`config.mk`:
```
export PLATFORM = sky130hd
export DESIGN_NAME = uart_tx_fifo_flat
export DESIGN_NICKNAME = d
export VERILOG_FILES = /design/src/rtl/uart_tx_fifo_pkg.sv /design/src/rtl/uart_tx_fifo_if.sv /design/src/rtl/uart_tx_fifo_fifo.sv /design/src/rtl/uart_tx_fifo.sv /design/src/flat_wrapper.sv
export SDC_FILE = /design/constraint.sdc
export NUM_CORES = 1
export LEC_CHECK = 0
export CORE_MARGIN = 3
export CORE_UTILIZATION = 60
export DETAILED_ROUTE_END_ITERATION = 7
export PLACE_DENSITY = 0.87
export SYNTH_ARGS = -nofsm -noshare
export SYNTH_HDL_FRONTEND = slang
export SYNTH_SLANG_ARGS = --single-unit
```
`constraint.sdc`:
```
create_clock -name clk -period 4.79 [get_ports clk]
set_input_delay 0.479 -clock clk [delete_from_list [all_inputs] [get_ports clk]]
set_output_delay 0.479 -clock clk [all_outputs]
set_load 0.005 [all_outputs]
```
`src/rtl/uart_tx_fifo_pkg.sv`:
```
// Shared definitions for the queued UART transmitter: parity modes, FSM
// state encoding and the parity helper used when a word is loaded.
package uart_tx_fifo_pkg;

    localparam logic [1:0] PARITY_NONE = 2'd0;
    localparam logic [1:0] PARITY_ODD  = 2'd1;
    localparam logic [1:0] PARITY_EVEN = 2'd2;

    typedef enum logic [2:0] {
        ST_IDLE   = 3'd0,
        ST_START  = 3'd1,
        ST_DATA   = 3'd2,
        ST_PARITY = 3'd3,
        ST_STOP   = 3'd4
    } state_t;

    // Words narrower than 9 bits are zero-extended, which leaves the XOR unchanged.
    function automatic logic parity_bit(input logic [8:0] word, input logic [1:0] mode);
        logic x;
        x = ^word;
        if (mode == PARITY_ODD) begin
            parity_bit = ~x;
        end else begin
            parity_bit = x;
        end
    endfunction

endpackage

```
`src/rtl/uart_tx_fifo_if.sv`:
```
// Upstream write port and serial-side status of the queued UART transmitter.
interface uart_tx_fifo_if #(
    parameter int DATA_BITS = 8
);
    logic                 tx_start;
    logic [DATA_BITS-1:0] data_in;
    logic                 tx;
    logic                 busy;
    logic                 fifo_full;
    logic                 overflow;
    logic                 tx_done;

    modport master (
        output tx_start, data_in,
        input  tx, busy, fifo_full, overflow, tx_done
    );

    modport slave (
        input  tx_start, data_in,
        output tx, busy, fifo_full, overflow, tx_done
    );
endinterface

```
`src/rtl/uart_tx_fifo_fifo.sv`:
```
// Synchronous FIFO with a registered occupancy count; the head word is
// presented combinationally so the consumer can load it in the pop cycle.
module uart_fifo #(
    parameter int WIDTH = 8,
    parameter int DEPTH = 4
) (
    input  logic             clk,
    input  logic             rst,
    input  logic             wr_en,
    input  logic [WIDTH-1:0] wr_data,
    input  logic             rd_en,
    output logic [WIDTH-1:0] rd_data,
    output logic             full,
    output logic             empty
);
    localparam int PTR_W = $clog2(DEPTH);
    localparam int CNT_W = PTR_W + 1;
    localparam logic [CNT_W-1:0] CNT_FULL = CNT_W'(DEPTH);

    logic [WIDTH-1:0] mem_r [DEPTH];
    logic [PTR_W-1:0] wr_ptr_r;
    logic [PTR_W-1:0] rd_ptr_r;
    logic [CNT_W-1:0] count_r;
    logic             wr_ok_s;
    logic             rd_ok_s;

    assign full    = (count_r == CNT_FULL);
    assign empty   = (count_r == {CNT_W{1'b0}});
    assign rd_data = mem_r[rd_ptr_r];

    // A write into a full FIFO is only legal when the head leaves in the same cycle.
    assign wr_ok_s = wr_en && (!full || rd_en);
    assign rd_ok_s = rd_en && !empty;

    // Storage array; contents are don't-care until counted in.
    always_ff @(posedge clk) begin
        if (wr_ok_s) begin
            mem_r[wr_ptr_r] <= wr_data;
        end
    end

    // Pointer and occupancy bookkeeping.
    always_ff @(posedge clk) begin
        if (rst) begin
            wr_ptr_r <= '0;
            rd_ptr_r <= '0;
            count_r  <= '0;
        end else begin
            if (wr_ok_s) begin
                wr_ptr_r <= wr_ptr_r + PTR_W'(1);
            end
            if (rd_ok_s) begin
                rd_ptr_r <= rd_ptr_r + PTR_W'(1);
            end
            case ({wr_ok_s, rd_ok_s})
                2'b10:   count_r <= count_r + CNT_W'(1);
                2'b01:   count_r <= count_r - CNT_W'(1);
                default: count_r <= count_r;
            endcase
        end
    end

endmodule

```
`src/rtl/uart_tx_fifo.sv`:
```
// Queued UART transmitter: configurable width, parity and stop bits, frames
// sent back-to-back LSB first from an input FIFO. All outputs are registered.
module uart_tx_fifo
    import uart_tx_fifo_pkg::*;
#(
    parameter int CLKS_PER_BIT = 868,
    parameter int DATA_BITS    = 8,
    parameter int PARITY       = 0,
    parameter int STOP_BITS    = 1,
    parameter int FIFO_DEPTH   = 4
) (
    input  logic          clk,
    input  logic          rst,
    uart_tx_fifo_if.slave bus
);
    localparam int BAUD_W = $clog2(CLKS_PER_BIT);
    localparam logic [BAUD_W-1:0] BAUD_LAST = BAUD_W'(CLKS_PER_BIT - 1);
    localparam logic [3:0]        DATA_LAST = 4'(DATA_BITS - 1);
    localparam logic [3:0]        STOP_LAST = 4'(STOP_BITS - 1);
    localparam logic [1:0]        PAR_MODE  = 2'(PARITY);

    state_t                 state_r,  state_nxt_s;
    logic [BAUD_W-1:0]      baud_r,   baud_nxt_s;
    logic [3:0]             bit_r,    bit_nxt_s;
    logic [DATA_BITS-1:0]   shift_r,  shift_nxt_s;
    logic                   par_r,    par_nxt_s;
    logic                   tx_r,     tx_nxt_s;
    logic                   busy_r,   busy_nxt_s;
    logic                   done_r,   done_nxt_s;
    logic                   ovf_r,    ovf_nxt_s;
    logic                   pop_s;
    logic                   wr_s;
    logic                   baud_last_s;
    logic [DATA_BITS-1:0]   fifo_rd_data_s;
    logic                   fifo_full_s;
    logic                   fifo_empty_s;

    uart_fifo #(
        .WIDTH (DATA_BITS),
        .DEPTH (FIFO_DEPTH)
    ) u_fifo (
        .clk     (clk),
        .rst     (rst),
        .wr_en   (wr_s),
        .wr_data (bus.data_in),
        .rd_en   (pop_s),
        .rd_data (fifo_rd_data_s),
        .full    (fifo_full_s),
        .empty   (fifo_empty_s)
    );

    assign baud_last_s   = (baud_r == BAUD_LAST);
    assign bus.tx        = tx_r;
    assign bus.busy      = busy_r;
    assign bus.fifo_full = fifo_full_s;
    assign bus.overflow  = ovf_r;
    assign bus.tx_done   = done_r;

    // Next-state, counters and the registered-output values derived from the next state.
    always_comb begin
        state_nxt_s = state_r;
        baud_nxt_s  = baud_r;
        bit_nxt_s   = bit_r;
        shift_nxt_s = shift_r;
        par_nxt_s   = par_r;
        pop_s       = 1'b0;

        case (state_r)
            ST_IDLE: begin
                if (!fifo_empty_s) begin
                    pop_s       = 1'b1;
                    state_nxt_s = ST_START;
                    baud_nxt_s  = '0;
                    bit_nxt_s   = 4'd0;
                    shift_nxt_s = fifo_rd_data_s;
                    par_nxt_s   = parity_bit(9'(fifo_rd_data_s), PAR_MODE);
                end else begin
                    state_nxt_s = ST_IDLE;
                end
            end
            ST_START: begin
                if (baud_last_s) begin
                    state_nxt_s = ST_DATA;
                    baud_nxt_s  = '0;
                    bit_nxt_s   = 4'd0;
                end else begin
                    baud_nxt_s = baud_r + BAUD_W'(1);
                end
            end
            ST_DATA: begin
                if (baud_last_s) begin
                    baud_nxt_s = '0;
                    if (bit_r == DATA_LAST) begin
                        bit_nxt_s = 4'd0;
                        if (PAR_MODE != PARITY_NONE) begin
                            state_nxt_s = ST_PARITY;
                        end else begin
                            state_nxt_s = ST_STOP;
                        end
                    end else begin
                        bit_nxt_s   = bit_r + 4'd1;
                        shift_nxt_s = shift_r >> 1;
                    end
                end else begin
                    baud_nxt_s = baud_r + BAUD_W'(1);
                end
            end
            ST_PARITY: begin
                if (baud_last_s) begin
                    state_nxt_s = ST_STOP;
                    baud_nxt_s  = '0;
                    bit_nxt_s   = 4'd0;
                end else begin
                    baud_nxt_s = baud_r + BAUD_W'(1);
                end
            end
            ST_STOP: begin
                if (baud_last_s) begin
                    baud_nxt_s = '0;
                    if (bit_r == STOP_LAST) begin
                        bit_nxt_s = 4'd0;
                        // Popping in the final stop cycle keeps frames gap-free.
                        if (!fifo_empty_s) begin
                            pop_s       = 1'b1;
                            state_nxt_s = ST_START;
                            shift_nxt_s = fifo_rd_data_s;
                            par_nxt_s   = parity_bit(9'(fifo_rd_data_s), PAR_MODE);
                        end else begin
                            state_nxt_s = ST_IDLE;
                        end
                    end else begin
                        bit_nxt_s = bit_r + 4'd1;
                    end
                end else begin
                    baud_nxt_s = baud_r + BAUD_W'(1);
                end
            end
            default: begin
                state_nxt_s = ST_IDLE;
                baud_nxt_s  = '0;
                bit_nxt_s   = 4'd0;
            end
        endcase

        case (state_nxt_s)
            ST_IDLE:   tx_nxt_s = 1'b1;
            ST_START:  tx_nxt_s = 1'b0;
            ST_DATA:   tx_nxt_s = shift_nxt_s[0];
            ST_PARITY: tx_nxt_s = par_nxt_s;
            ST_STOP:   tx_nxt_s = 1'b1;
            default:   tx_nxt_s = 1'b1;
        endcase

        wr_s       = bus.tx_start && (!fifo_full_s || pop_s);
        ovf_nxt_s  = bus.tx_start && fifo_full_s && !pop_s;
        // IDLE as next state implies the FIFO is drained, so only a fresh write keeps busy up.
        busy_nxt_s = wr_s || (state_nxt_s != ST_IDLE);
        done_nxt_s = (state_nxt_s == ST_STOP) && (baud_nxt_s == BAUD_LAST) &&
                     (bit_nxt_s == STOP_LAST);
    end

    // State, datapath and output registers with synchronous reset.
    always_ff @(posedge clk) begin
        if (rst) begin
            state_r <= ST_IDLE;
            baud_r  <= '0;
            bit_r   <= 4'd0;
            shift_r <= '0;
            par_r   <= 1'b0;
            tx_r    <= 1'b1;
            busy_r  <= 1'b0;
            done_r  <= 1'b0;
            ovf_r   <= 1'b0;
        end else begin
            state_r <= state_nxt_s;
            baud_r  <= baud_nxt_s;
            bit_r   <= bit_nxt_s;
            shift_r <= shift_nxt_s;
            par_r   <= par_nxt_s;
            tx_r    <= tx_nxt_s;
            busy_r  <= busy_nxt_s;
            done_r  <= done_nxt_s;
            ovf_r   <= ovf_nxt_s;
        end
    end

endmodule

```
`src/flat_wrapper.sv`:
```
// flat-port wrapper written by rule: the top's interface ports become plain ports
module uart_tx_fifo_flat import uart_tx_fifo_pkg::*;
#(
    parameter int CLKS_PER_BIT = 868,
    parameter int DATA_BITS    = 8,
    parameter int PARITY       = 0,
    parameter int STOP_BITS    = 1,
    parameter int FIFO_DEPTH   = 4
)
  (clk, rst, bus_tx_start, bus_data_in, bus_tx, bus_busy, bus_fifo_full, bus_overflow, bus_tx_done);
  uart_tx_fifo_if #(.DATA_BITS(DATA_BITS)) bus_i ();
  input  logic clk;
  input  logic rst;
  input wire logic [$bits(bus_i.tx_start)-1:0] bus_tx_start;
  input wire logic [$bits(bus_i.data_in)-1:0] bus_data_in;
  output wire logic [$bits(bus_i.tx)-1:0] bus_tx;
  output wire logic [$bits(bus_i.busy)-1:0] bus_busy;
  output wire logic [$bits(bus_i.fifo_full)-1:0] bus_fifo_full;
  output wire logic [$bits(bus_i.overflow)-1:0] bus_overflow;
  output wire logic [$bits(bus_i.tx_done)-1:0] bus_tx_done;
  assign bus_i.tx_start = bus_tx_start;
  assign bus_i.data_in = bus_data_in;
  assign bus_tx = bus_i.tx;
  assign bus_busy = bus_i.busy;
  assign bus_fifo_full = bus_i.fifo_full;
  assign bus_overflow = bus_i.overflow;
  assign bus_tx_done = bus_i.tx_done;
  uart_tx_fifo #(.CLKS_PER_BIT(CLKS_PER_BIT), .DATA_BITS(DATA_BITS), .PARITY(PARITY), .STOP_BITS(STOP_BITS), .FIFO_DEPTH(FIFO_DEPTH)) u_core (.clk(clk), .rst(rst), .bus(bus_i));
endmodule
```
==> impl_metrics.toml <==
[timing]
max_clock_freq_ghz = 0.277
relSlewSlack_pct = 52.2
hold_viol = 0
setup_viol = 0
skew_ps = 5.77
rsz0062_at_grt = "false"
slew_viol_final = 0
tightest_slew_ps = 711
period_needed_ps = 3600
timing.hold.ws_ps = 521
finalSetupTns_ps = 0
fin_crit_sh_pct = 75.3

[synthesis]
ys_types = 59
ys.flop_type = "dfxtp_1"
synth_top_area_cell = "edfxtp_1"
postSynth.asyncResetShare_pct = 0
syn_nets = 325
syn_area_mm2 = 0.00334
synth_edf_count = 32
ys_seq_area_share_pct = 52.1
synth.area.top_cells = "edfxtp_1 (29%), dfxtp_1 (23%), mux4_2 (5.4%), nor2_1 (3.9%), xnor2_1 (3.4%)"
synth_top_area_share_pct = 28.7
synth_cells = 305
yosys_warnings = 0
synth.avg_cell_area_um2 = 11.0
ys_ff_latch = 71

[power]
swShare_pct = 34.2
power_density_mw_per_mm2 = 500
ir_drop_mv = 0.290
cellInternalPower_uw = 1220
p_clk_share_pct = 25.3
leakage_uw = 0.00124
p_sw_uw = 634
power_frac_comb_pct = 32.3
seqPwrFrac_pct = 42.3

[finish]
most-common-layout-cells = "dfxtp_1 (39), nor2_1 (35), edfxtp_1 (32), nand2_1 (17), clkdlybuf4s50_1 (15)"
final_cell_count_no_fill = 391
num_antenna_cells = 0
areaGrowthSynthToFinish_pct = 11.0
drive_above_1_share_pct = 10.9
final_area_mm2 = 0.00371
layout_commonest_cell = "dfxtp_1"
nNetsFinal = 336

[worst_hold_path]
hp-class = "flop to flop"

[floorplanning]
rows = 26
fp.dieW_um = 80.7
die_h_um = 80.7
pin_count = 16
core_mm2 = 0.00524
die_area_mm2 = 0.00651
start_util_pct = 63.9

[grt]
grt_pass1_wl_mm = 11.1
grt_remaining_overflow = 0
antenna_found_initial = 0
grt_max_degree = 38
grtUsageTotal_pct = 22.9
grt_pass1_vias = 2384

[route]
dr.pass1.iters = 5
wl_per_cell_um = 16.9
routed_wl_mm = 6.63
viasPerCell = 6.09
drc_errors = 0
vias = 2380
drtIter0Drc = 278
detail-route-antenna-nets = 0

[clocking]
cts-buffers-inserted = 9
hold_buffers = 0
htreeDepth = 3
post_cts_buffers = 0
cts_root_buf = "clkbuf_8"
cts.sinks = 71
cts_tree = "yes"
worstSkewPairLatency_ps = 340
clockBufferDepth = 2
clkTransAtPathRegs_ps = 80
cts-resized-gates = 0

[worst_setup_path]
worstPathRequired_ps = 5060
critPathKind = "flop to flop"
cp_max_fo = 7
crit_path_end_kind = "flop"
start_kind = "flop"
cp_data_arrival_time_ps = 3870

[placement]
hpwl_mm = 4.40
io_buffers = 15
gp_congestion = 0.876
place_area_mm2 = 0.00352
dp.cells = 375

[outcome]
status = "completed"

[run]
max_cap_violations = 0
## layer usage
metal / part of all wire, % / routed length (µm) / GRT usage [%] / vias to the layer above
li1: - / - / - / 1147
met1: 42 / 2790 / 27.8 / 1151
met2: 52 / 3430 / 37.7 / 73
met3: 4.6 / 307 / 6.39 / 9
met4: 1.5 / 99 / 10.8 / 0
met5: 0 / 0 / 0 / -
## final cells by class
class,instances,area [µm²]
sequential,71,1740
clock inverter,6,68.8
multi-input combinational,204,1470
tap,70,87.6
timing repair buffer,18,173
fill,376,1520
clock buffer,10,128
inverter,12,45.0
## cells in the mapped netlist (3+ instances only)
cell type	count
a211oi_1	5
a21oi_1	12
a222oi_1	6
a22o_1	3
a22oi_1	4
a31oi_1	4
and3_1	5
buf_1	3
clkbuf_1	11
dfxtp_1	39
edfxtp_1	32
ha_1	8
inv_1	12
mux4_2	8
nand2_1	17
nand3_1	12
nand3b_1	4
nor2_1	35
nor2b_1	4
nor3_1	9
nor3b_1	4
o21ai_0	9
or3_1	3
xnor2_1	13
xor2_1	4
## through the flow
| stage | util, % | worst slack, ps | total power (µW) |
|---|---|---|---|
| 2_1_floorplan | - | 1330 | 1250 |
| 3_3_place_gp | 67.2 | 1380 | 1360 |
| 3_5_place_dp | 67.2 | 1240 | 1380 |
| 4_1_cts | 70.9 | 1190 | 1860 |
| 5_1_grt | 70.9 | 980 | 1970 |
| 6_report | 70.9 | 1190 | 1860 |
## cell families (layout without fill, tap and decap cells)
family,Yosys count,count (layout),synth area share (%)
mux,9,9,5.69
xor+xnor,17,17,4.45
flops,71,71,52.1
fa+ha+maj,9,9,3.59
simple gates,108,108,16.3
buf+inv,30,46,3.97
compound gates,61,61,13.9
## critical path, cell delays in order, from the launching register on
cell and delay [ps]:
dfxtp_1 420, ha_1 300, or4b_4 520, or4_4 570, a21oi_1 180, nand2b_1 220, and2_1 230, inv_1 80
ha_1 220, inv_1 70, fa_1 170, xor2_1 70, or3_1 300, a21oi_1 150
## state kept, by name, indices dropped and copies added, names as in the netlist, named ones only
signal and cells:
u_core.baud_r 10, u_core.bit_r 4, u_core.bus.busy 1, u_core.bus.overflow 1, u_core.bus.tx 1, u_core.bus.tx_done 1
u_core.par_r 1, u_core.shift_r 8, u_core.state_r 3, u_core.u_fifo.count_r 3, u_core.u_fifo.mem_r 32, u_core.u_fifo.rd_ptr_r 2
u_core.u_fifo.wr_ptr_r 2
## final timing paths
path                             from                        to  slack (ps)  cells past startpoint
max                  u_core.baud_r[0]  u_core.u_fifo.count_r[2]        1190                     13
min          u_core.u_fifo.count_r[2]  u_core.u_fifo.count_r[2]         520                      2
max reg2reg          u_core.baud_r[0]  u_core.u_fifo.count_r[2]        1190                     13
min reg2reg  u_core.u_fifo.count_r[2]  u_core.u_fifo.count_r[2]         520                      2
## power groups by stage
stage	logic (µW)	registers (µW)	clock network, µW
6_report	600	785	470
5_1_grt	665	795	510
4_1_cts	598	784	481
3_5_place_dp	588	796	0
3_3_place_gp	567	790	0
2_1_floorplan	487	759	0
(Power assumes the default switching activity.)
